===== src/rtl/pw_lock_pkg.sv =====
// Shared types and default geometry for the multi-digit password lock.
// The top-level module derives its own widths from its parameters.
package pw_lock_pkg;

  localparam int DEF_DIGIT_W        = 4;
  localparam int DEF_NUM_DIGITS     = 4;
  localparam int DEF_MAX_ATTEMPTS   = 3;
  localparam int DEF_LOCKOUT_CYCLES = 16;

  localparam int CODE_W = DEF_DIGIT_W * DEF_NUM_DIGITS;
  localparam int ATT_W  = $clog2(DEF_MAX_ATTEMPTS + 1);
  localparam int LCK_W  = $clog2(DEF_LOCKOUT_CYCLES + 1);

  localparam logic [CODE_W-1:0] DEF_CODE = 16'hB0B1;

  typedef enum logic [2:0] {
    IDLE,
    ENTRY,
    GRANT,
    LOCKOUT,
    NEW_CODE
  } state_e;

endpackage


===== src/rtl/pw_digit_collector.sv =====
// Digit shift register and counter shared by code entry and code change.
// done_o and code_d_o are combinational so the caller can act on the accepting edge.
module pw_digit_collector #(
  parameter int DIGIT_W    = 4,
  parameter int NUM_DIGITS = 4,
  parameter int CNT_W      = 3
) (
  input  logic                          clk,
  input  logic                          reset,
  input  logic                          shift_en_i,
  input  logic                          clr_i,
  input  logic [DIGIT_W-1:0]            digit_i,
  output logic [DIGIT_W*NUM_DIGITS-1:0] code_d_o,
  output logic [CNT_W-1:0]              count_o,
  output logic                          done_o
);

  localparam int CW = DIGIT_W * NUM_DIGITS;

  logic [CW-1:0]    shreg_q;
  logic [CNT_W-1:0] count_q;

  generate
    if (NUM_DIGITS == 1) begin : g_single
      assign code_d_o = digit_i;
    end else begin : g_multi
      assign code_d_o = {shreg_q[CW-DIGIT_W-1:0], digit_i};
    end
  endgenerate

  assign done_o  = shift_en_i && (count_q == CNT_W'(NUM_DIGITS - 1));
  assign count_o = count_q;

  always_ff @(posedge clk) begin
    if (shift_en_i) begin
      shreg_q <= code_d_o;
    end
  end

  // The counter wraps to zero on the final digit, so a complete entry never shows NUM_DIGITS.
  always_ff @(posedge clk) begin
    if (reset || clr_i) begin
      count_q <= '0;
    end else if (shift_en_i) begin
      count_q <= done_o ? '0 : count_q + CNT_W'(1);
    end
  end

endmodule


===== src/rtl/password_lock_fsm.sv =====
// Multi-digit password checker with attempt counting, timed lockout and
// in-place code change after a successful unlock.
module password_lock_fsm
  import pw_lock_pkg::*;
#(
  parameter int DIGIT_W        = DEF_DIGIT_W,
  parameter int NUM_DIGITS     = DEF_NUM_DIGITS,
  parameter int MAX_ATTEMPTS   = DEF_MAX_ATTEMPTS,
  parameter int LOCKOUT_CYCLES = DEF_LOCKOUT_CYCLES,
  parameter logic [DIGIT_W*NUM_DIGITS-1:0] DEFAULT_CODE = DEF_CODE
) (
  input  logic                                  clk,
  input  logic                                  reset,
  input  logic [DIGIT_W-1:0]                    digit_in,
  input  logic                                  digit_valid,
  input  logic                                  clear,
  input  logic                                  change_req,
  output logic                                  access_granted,
  output logic                                  error,
  output logic                                  locked,
  output logic                                  code_updated,
  output logic [$clog2(MAX_ATTEMPTS+1)-1:0]     attempts_left,
  output logic [$clog2(NUM_DIGITS+1)-1:0]       digit_count,
  output logic [$clog2(LOCKOUT_CYCLES+1)-1:0]   lock_remaining
);

  localparam int CW  = DIGIT_W * NUM_DIGITS;
  localparam int AW  = $clog2(MAX_ATTEMPTS + 1);
  localparam int LW  = $clog2(LOCKOUT_CYCLES + 1);
  localparam int DCW = $clog2(NUM_DIGITS + 1);

  state_e         state_q;
  logic [CW-1:0]  code_q;
  logic [AW-1:0]  att_q;
  logic [LW-1:0]  lck_q;
  logic           lck_hold_q;
  logic           granted_q;
  logic           error_q;
  logic           locked_q;
  logic           upd_q;

  logic           collecting;
  logic           shift_en;
  logic           col_clr;
  logic           col_done;
  logic [CW-1:0]  entry_d;
  logic [DCW-1:0] col_count;

  assign collecting = (state_q == IDLE) || (state_q == ENTRY) || (state_q == NEW_CODE);
  assign shift_en   = collecting && digit_valid && !clear;
  assign col_clr    = collecting && clear;

  pw_digit_collector #(
    .DIGIT_W    (DIGIT_W),
    .NUM_DIGITS (NUM_DIGITS),
    .CNT_W      (DCW)
  ) u_collector (
    .clk        (clk),
    .reset      (reset),
    .shift_en_i (shift_en),
    .clr_i      (col_clr),
    .digit_i    (digit_in),
    .code_d_o   (entry_d),
    .count_o    (col_count),
    .done_o     (col_done)
  );

  always_ff @(posedge clk) begin
    if (reset) begin
      state_q    <= IDLE;
      code_q     <= DEFAULT_CODE;
      att_q      <= AW'(MAX_ATTEMPTS);
      lck_q      <= '0;
      lck_hold_q <= 1'b0;
      granted_q  <= 1'b0;
      error_q    <= 1'b0;
      locked_q   <= 1'b0;
      upd_q      <= 1'b0;
    end else begin
      granted_q <= 1'b0;
      error_q   <= 1'b0;
      upd_q     <= 1'b0;
      case (state_q)
        IDLE, ENTRY: begin
          if (clear) begin
            state_q <= IDLE;
          end else if (shift_en) begin
            if (!col_done) begin
              state_q <= ENTRY;
            end else if (entry_d == code_q) begin
              granted_q <= 1'b1;
              att_q     <= AW'(MAX_ATTEMPTS);
              state_q   <= GRANT;
            end else begin
              error_q <= 1'b1;
              if (att_q <= AW'(1)) begin
                att_q      <= '0;
                locked_q   <= 1'b1;
                lck_q      <= LW'(LOCKOUT_CYCLES);
                lck_hold_q <= 1'b1;
                state_q    <= LOCKOUT;
              end else begin
                att_q   <= att_q - AW'(1);
                state_q <= IDLE;
              end
            end
          end
        end
        GRANT: begin
          state_q <= change_req ? NEW_CODE : IDLE;
        end
        NEW_CODE: begin
          if (clear) begin
            state_q <= IDLE;
          end else if (col_done) begin
            code_q  <= entry_d;
            upd_q   <= 1'b1;
            state_q <= IDLE;
          end
        end
        LOCKOUT: begin
          // The error cycle and the first lockout cycle both show the full count,
          // which keeps locked high for LOCKOUT_CYCLES+1 cycles in total.
          if (lck_hold_q) begin
            lck_hold_q <= 1'b0;
          end else if (lck_q <= LW'(1)) begin
            lck_q    <= '0;
            locked_q <= 1'b0;
            att_q    <= AW'(MAX_ATTEMPTS);
            state_q  <= IDLE;
          end else begin
            lck_q <= lck_q - LW'(1);
          end
        end
        default: begin
          state_q <= IDLE;
        end
      endcase
    end
  end

  assign access_granted = granted_q;
  assign error          = error_q;
  assign locked         = locked_q;
  assign code_updated   = upd_q;
  assign attempts_left  = att_q;
  assign digit_count    = col_count;
  assign lock_remaining = lck_q;

endmodule


===== config.mk =====
export PLATFORM = sky130hd
export DESIGN_NAME = password_lock_fsm
export DESIGN_NICKNAME = d
export VERILOG_FILES = /design/src/rtl/pw_lock_pkg.sv /design/src/rtl/pw_digit_collector.sv /design/src/rtl/password_lock_fsm.sv
export SDC_FILE = /design/constraint.sdc
export NUM_CORES = 1
export LEC_CHECK = 0
export ABC_AREA = 1
export CAP_MARGIN = 20
export CELL_PAD_IN_SITES_DETAIL_PLACEMENT = 1
export CELL_PAD_IN_SITES_GLOBAL_PLACEMENT = 2
export CORE_UTILIZATION = 34
export DETAILED_ROUTE_END_ITERATION = 7
export GPL_TIMING_DRIVEN = 0
export PLACE_DENSITY = 0.87
export SKIP_CTS_REPAIR_TIMING = 1
export SLEW_MARGIN = 20
export SYNTH_ARGS = -nofsm -noshare
export SYNTH_HDL_FRONTEND = slang
export SYNTH_SLANG_ARGS = --single-unit

===== constraint.sdc =====
create_clock -name clk -period 3 [get_ports clk]
set_input_delay 0.3 -clock clk [delete_from_list [all_inputs] [get_ports clk]]
set_output_delay 0.3 -clock clk [all_outputs]
set_load 0.05 [all_outputs]

# Word level (Yosys, flattened, before mapping)
# Index checks and enable logic that the tools add are counted.
# totals
regBits,46
in_bits,9
output_inout_bits,14
wordCells,95
# op_classes
n_mux,40
addsub,3
n_eq_ne,15
order_cmp,2
reduce_logical,19
bitwise_logic,5
# ops
op,count
5-bit two-way mux,7
3-bit two-way mux,8
2-bit two-way mux,10
16-bit equality test,1
2-bit inequality test (second input constant),6
3-bit one-hot mux with 4 select lines,1
6-bit AND reduction,2
1-bit two-way mux,10
5-bit one-hot mux with 2 select lines,1
3-bit by 2-bit equality test with 1-bit output (second input constant),3
8-bit AND reduction,1
7-bit AND reduction,1
5-bit by 1-bit less-or-equal comparator with 1-bit output (second input constant),1
1-bit inverter,5
5-bit OR reduction,1
5-bit by 1-bit subtractor with 5-bit output (second input constant),1
1-bit logical AND,4
1-bit one-hot mux with 2 select lines,2
2-bit one-hot mux with 2 select lines,1
4-bit AND reduction,1
3-bit by 1-bit adder with 3-bit output (second input constant),1
3-bit by 1-bit equality test with 1-bit output (second input constant),1
3-bit equality test (second input constant),1
3-bit zero test,1
other kinds (11),13

# Longest topological paths before layout
# depth
word_depth,10
ltp_mapped,12
mapped_depth_nobuf,12

# Modules after synthesis
# From an unflattened synthesis, not the netlist that was laid out.
# unflattened
cells_unflattened,312
hier_area_um2,2262.2
# modules_own_cells
mod,cells_each,area_per_inst_um2,seq_area_each_um2,n_inst
password_lock_fsm,277,1735.4,620.6,1
pw_digit_collector,35,526.8,420.4,1

# Least setup slack after synthesis
# OpenSTA, ideal clock, no wires.
# synth_timing
path_kind,register to register
start,reg u_collector.count_q[0] (netlist: u_collector.count_o[0])
end,reg lck_q[2] (netlist: lock_remaining[2])
synth_period_minus_slack_ns,1.849
stages_incl_launch_ff,10
arrival_time_ns,1.735
setup_ns,0.114
path_buffers,0
setup_slack_ns,1.151
required_time_ns,2.886
cell_sequence,dfxtp_1 ha_1 ha_1 inv_1 nor2_4 nand2_2 nand2_2 nand4_4 o21bai_1 nor2_1
# synth_between
elab_chain_len,4
# synth_lines
item,line,source
"start, declared",pw_digit_collector.sv:21,logic [CNT_W-1:0] count_q;
"start signal, assigned",pw_digit_collector.sv:45,count_q <= done_o ? '0 : count_q + CNT_W'(1);
3-bit by 2-bit equality test with 1-bit output,pw_digit_collector.sv:31,assign done_o = shift_en_i && (count_q == CNT_W'(NUM_DIGITS - 1));
1-bit logical AND,pw_digit_collector.sv:31,
2-bit inequality test (no line),-,
7-bit AND reduction (no line),-,
"end signal, assigned",password_lock_fsm.sv:99,lck_q <= LW'(LOCKOUT_CYCLES);
"end signal, assigned",password_lock_fsm.sv:132,lck_q <= lck_q - LW'(1);
"end, declared",password_lock_fsm.sv:35,logic [LW-1:0] lck_q;
# Every way passes these cells.
# A chain may end at the register's enable or synchronous reset.

# Worst setup path after layout
# layout_timing
start,reg att_q[1] (netlist: attempts_left[1])
end,out attempts_left[1]
# layout_rtl
item,line,source
"start, declared",password_lock_fsm.sv:34,logic [AW-1:0] att_q;
"start signal, assigned",password_lock_fsm.sv:72,att_q <= AW'(MAX_ATTEMPTS);
"start signal, assigned",password_lock_fsm.sv:92,att_q <= AW'(MAX_ATTEMPTS);
"start signal, assigned",password_lock_fsm.sv:103,att_q <= att_q - AW'(1);
"end, declared",password_lock_fsm.sv:22,"output logic [$clog2(MAX_ATTEMPTS+1)-1:0] attempts_left,"
# No word-level cell between the ends.

==> impl_metrics.ini <==
[run_status]
status = completed

[sta]
fin_setup_tns_ps = 0
min_period_ps = 1840
tightest_slew_ps = 564
hold_viol_final = 0
slew_headroom_pct = 62.3
fmax_ghz = 0.545
slew_viol_final = 0
setup-violations-final = 0
fin_crit_sh_pct = 61.2
rsz0062_at_grt = no
clock_skew_ps = 5.52

[global_routing]
overflow = 0
grt_pass1_wl_um = 8640
grt_max_degree = 15
grt_pass1_vias = 1827
grtUsageTotal_pct = 17.3
antenna_found_initial = 0

[synth]
synth_area_um2 = 2150
yosysSeqAreaShare_pct = 48.5
synth.area.top_cells = dfxtp_1, edfxtp_1, nand2_1
yosys.area.top_type = dfxtp_1
synth_cells = 293
netlist-cell-type-count = 23
synth_fp_nets = 306
syn_area_per_cell_um2 = 7.33
synth_top_area_share_pct = 31.7
synth-seq-cells = 46
yosysWarnings = 0

[critical_path]
crit_required_ps = 2700
cp_max_fo = 5
critPathBufInv = 1
cp-start-kind = flop
slowest_stage = clkdlybuf4s50_1
critPathCaptureType = output port
critical_path.top_delay_family = buffers and inverters
slowest_delay_ps = 830
arrival_ps = 1540
path_cells = clkdlybuf4s50_1
crit_type = reg2out

[layout]
drive_gt1_share_pct = 5.26
diodes = 0
final_cell_mix = nand2_1, nor2_1, inv_1
area_growth_pct = 18.8
final_common_cell = nand2_1
num-nets-final = 335

[route]
drtPass1Iterations = 4
drt_wl_total_um = 5070
drc = 0
drtAntennaViolNets = 0
wl_per_cell_um = 12.7
vias_per_cell = 4.64
via_count = 1845
drt-initial-drc-count = 83

[floorplanning]
die_area_um2 = 6640
core-area_um2 = 5990
start_util_pct = 35.9
die_h_um = 81.5
pin_count = 23
chipWidth_um = 81.5
rows = 28

[run]
cap_violations = 0

[clock_network]
ctsLongestPathBuffers = 2
cts-root-buf = clkbuf_8
htreeDepth = 2
cts.clk_slew.worst_paths_ps = 80
cts_sinks = 46
clkLatencyLatePin_ps = 300
cts_made_buffers = 5
cts_tree = yes

[placement]
dp_hpwl_um = 3770
port-buffer-count = 22
gp_congestion = 0.746

[power]
p_leak_uw = 0.00120
ir_worst_vdd_uv = 221
power_uw = 1100
powerDensity_nw_per_um2 = 431

[worst_hold_path]
worstHoldPathType = reg2reg
-- path summary, 6_finish.rpt --
kind	start	end	slack [ps]	cells past startpoint
max reg2reg	u_collector.count_o[0]$_SDFFE_PP0P_	code_q[4]$_SDFFE_PP1P_	1200	8
max	attempts_left[1]$_SDFFE_PP1P_	attempts_left[1]	1160	1
min reg2reg	lck_hold_q$_SDFFE_PP0P_	lck_hold_q$_SDFFE_PP0P_	470	2
min	lck_hold_q$_SDFFE_PP0P_	lck_hold_q$_SDFFE_PP0P_	470	2
-- layer usage --
layer,wire (um),vias up,part of all wire [%],global-route usage [%]
met5,0,-,0,0
met4,76,0,1.5,5.89
met3,142,7,2.8,3.67
met2,2360,20,47,28.4
met1,2490,845,49,22.5
li1,-,973,-,-
-- state kept, by name, summed over array words and instances, names as in the netlist --
signal,count
state_q,3
access_granted,1
u_collector.count_o,3
error,1
code_updated,1
lock_remaining,5
lck_hold_q,1
locked,1
code_q,16
u_collector.shreg_q,12
attempts_left,2
-- cell families after synthesis --
kind of cell             after synthesis  synth area share, %
AO/OA/AOI/OAI                         46                 11.1
XOR/XNOR                               3                 1.22
adder cells (fa/ha/maj)                4                 2.33
buffers and inverters                 49                 8.74
flip-flops                            46                 48.5
AND/OR/NAND/NOR                      145                 28.1
-- cells in the mapped netlist, drive strengths merged --
cell type	n
o21bai	1
nor2	53
o21ai	22
xor2	2
dfxtp	34
ha	4
xnor2	1
nand3	12
buf	3
inv	45
edfxtp	12
a21oi	22
o211ai	1
nand2	75
nor3	2
clkbuf	1
nand4	3
-- stage by stage --
stage          std cells  util (%)  setup slack, ps  hold slack [ps]  instance area, um2
2_1_floorplan        293         -             1150              399                2150
3_3_place_gp         390      41.1              965              452                2460
3_5_place_dp         390      41.1              933              462                2460
4_1_cts              398      42.6             1140              475                2550
5_1_grt              398      42.6              997              505                2550
6_report             398      42.6             1160              470                2550
-- power by group --
part	internal [uW]	leakage [uW]	switching, uW
combinational	22.5	0.000767	34.8
sequential	645	0.000387	7.24
clock	182	0.0000463	209
-- final cells by class --
type | instances | area, um2
Clock buffer | 6 | 82.6
Timing Repair Buffer | 22 | 220
Buffer | 4 | 18.8
Multi-Input combinational cell | 198 | 920
Sequential cell | 46 | 1040
Fill cell | 791 | 3440
Tap cell | 75 | 93.8
Inverter | 45 | 169
Clock inverter | 2 | 7.51
No activity file was read; power rests on OpenSTA's default activity.
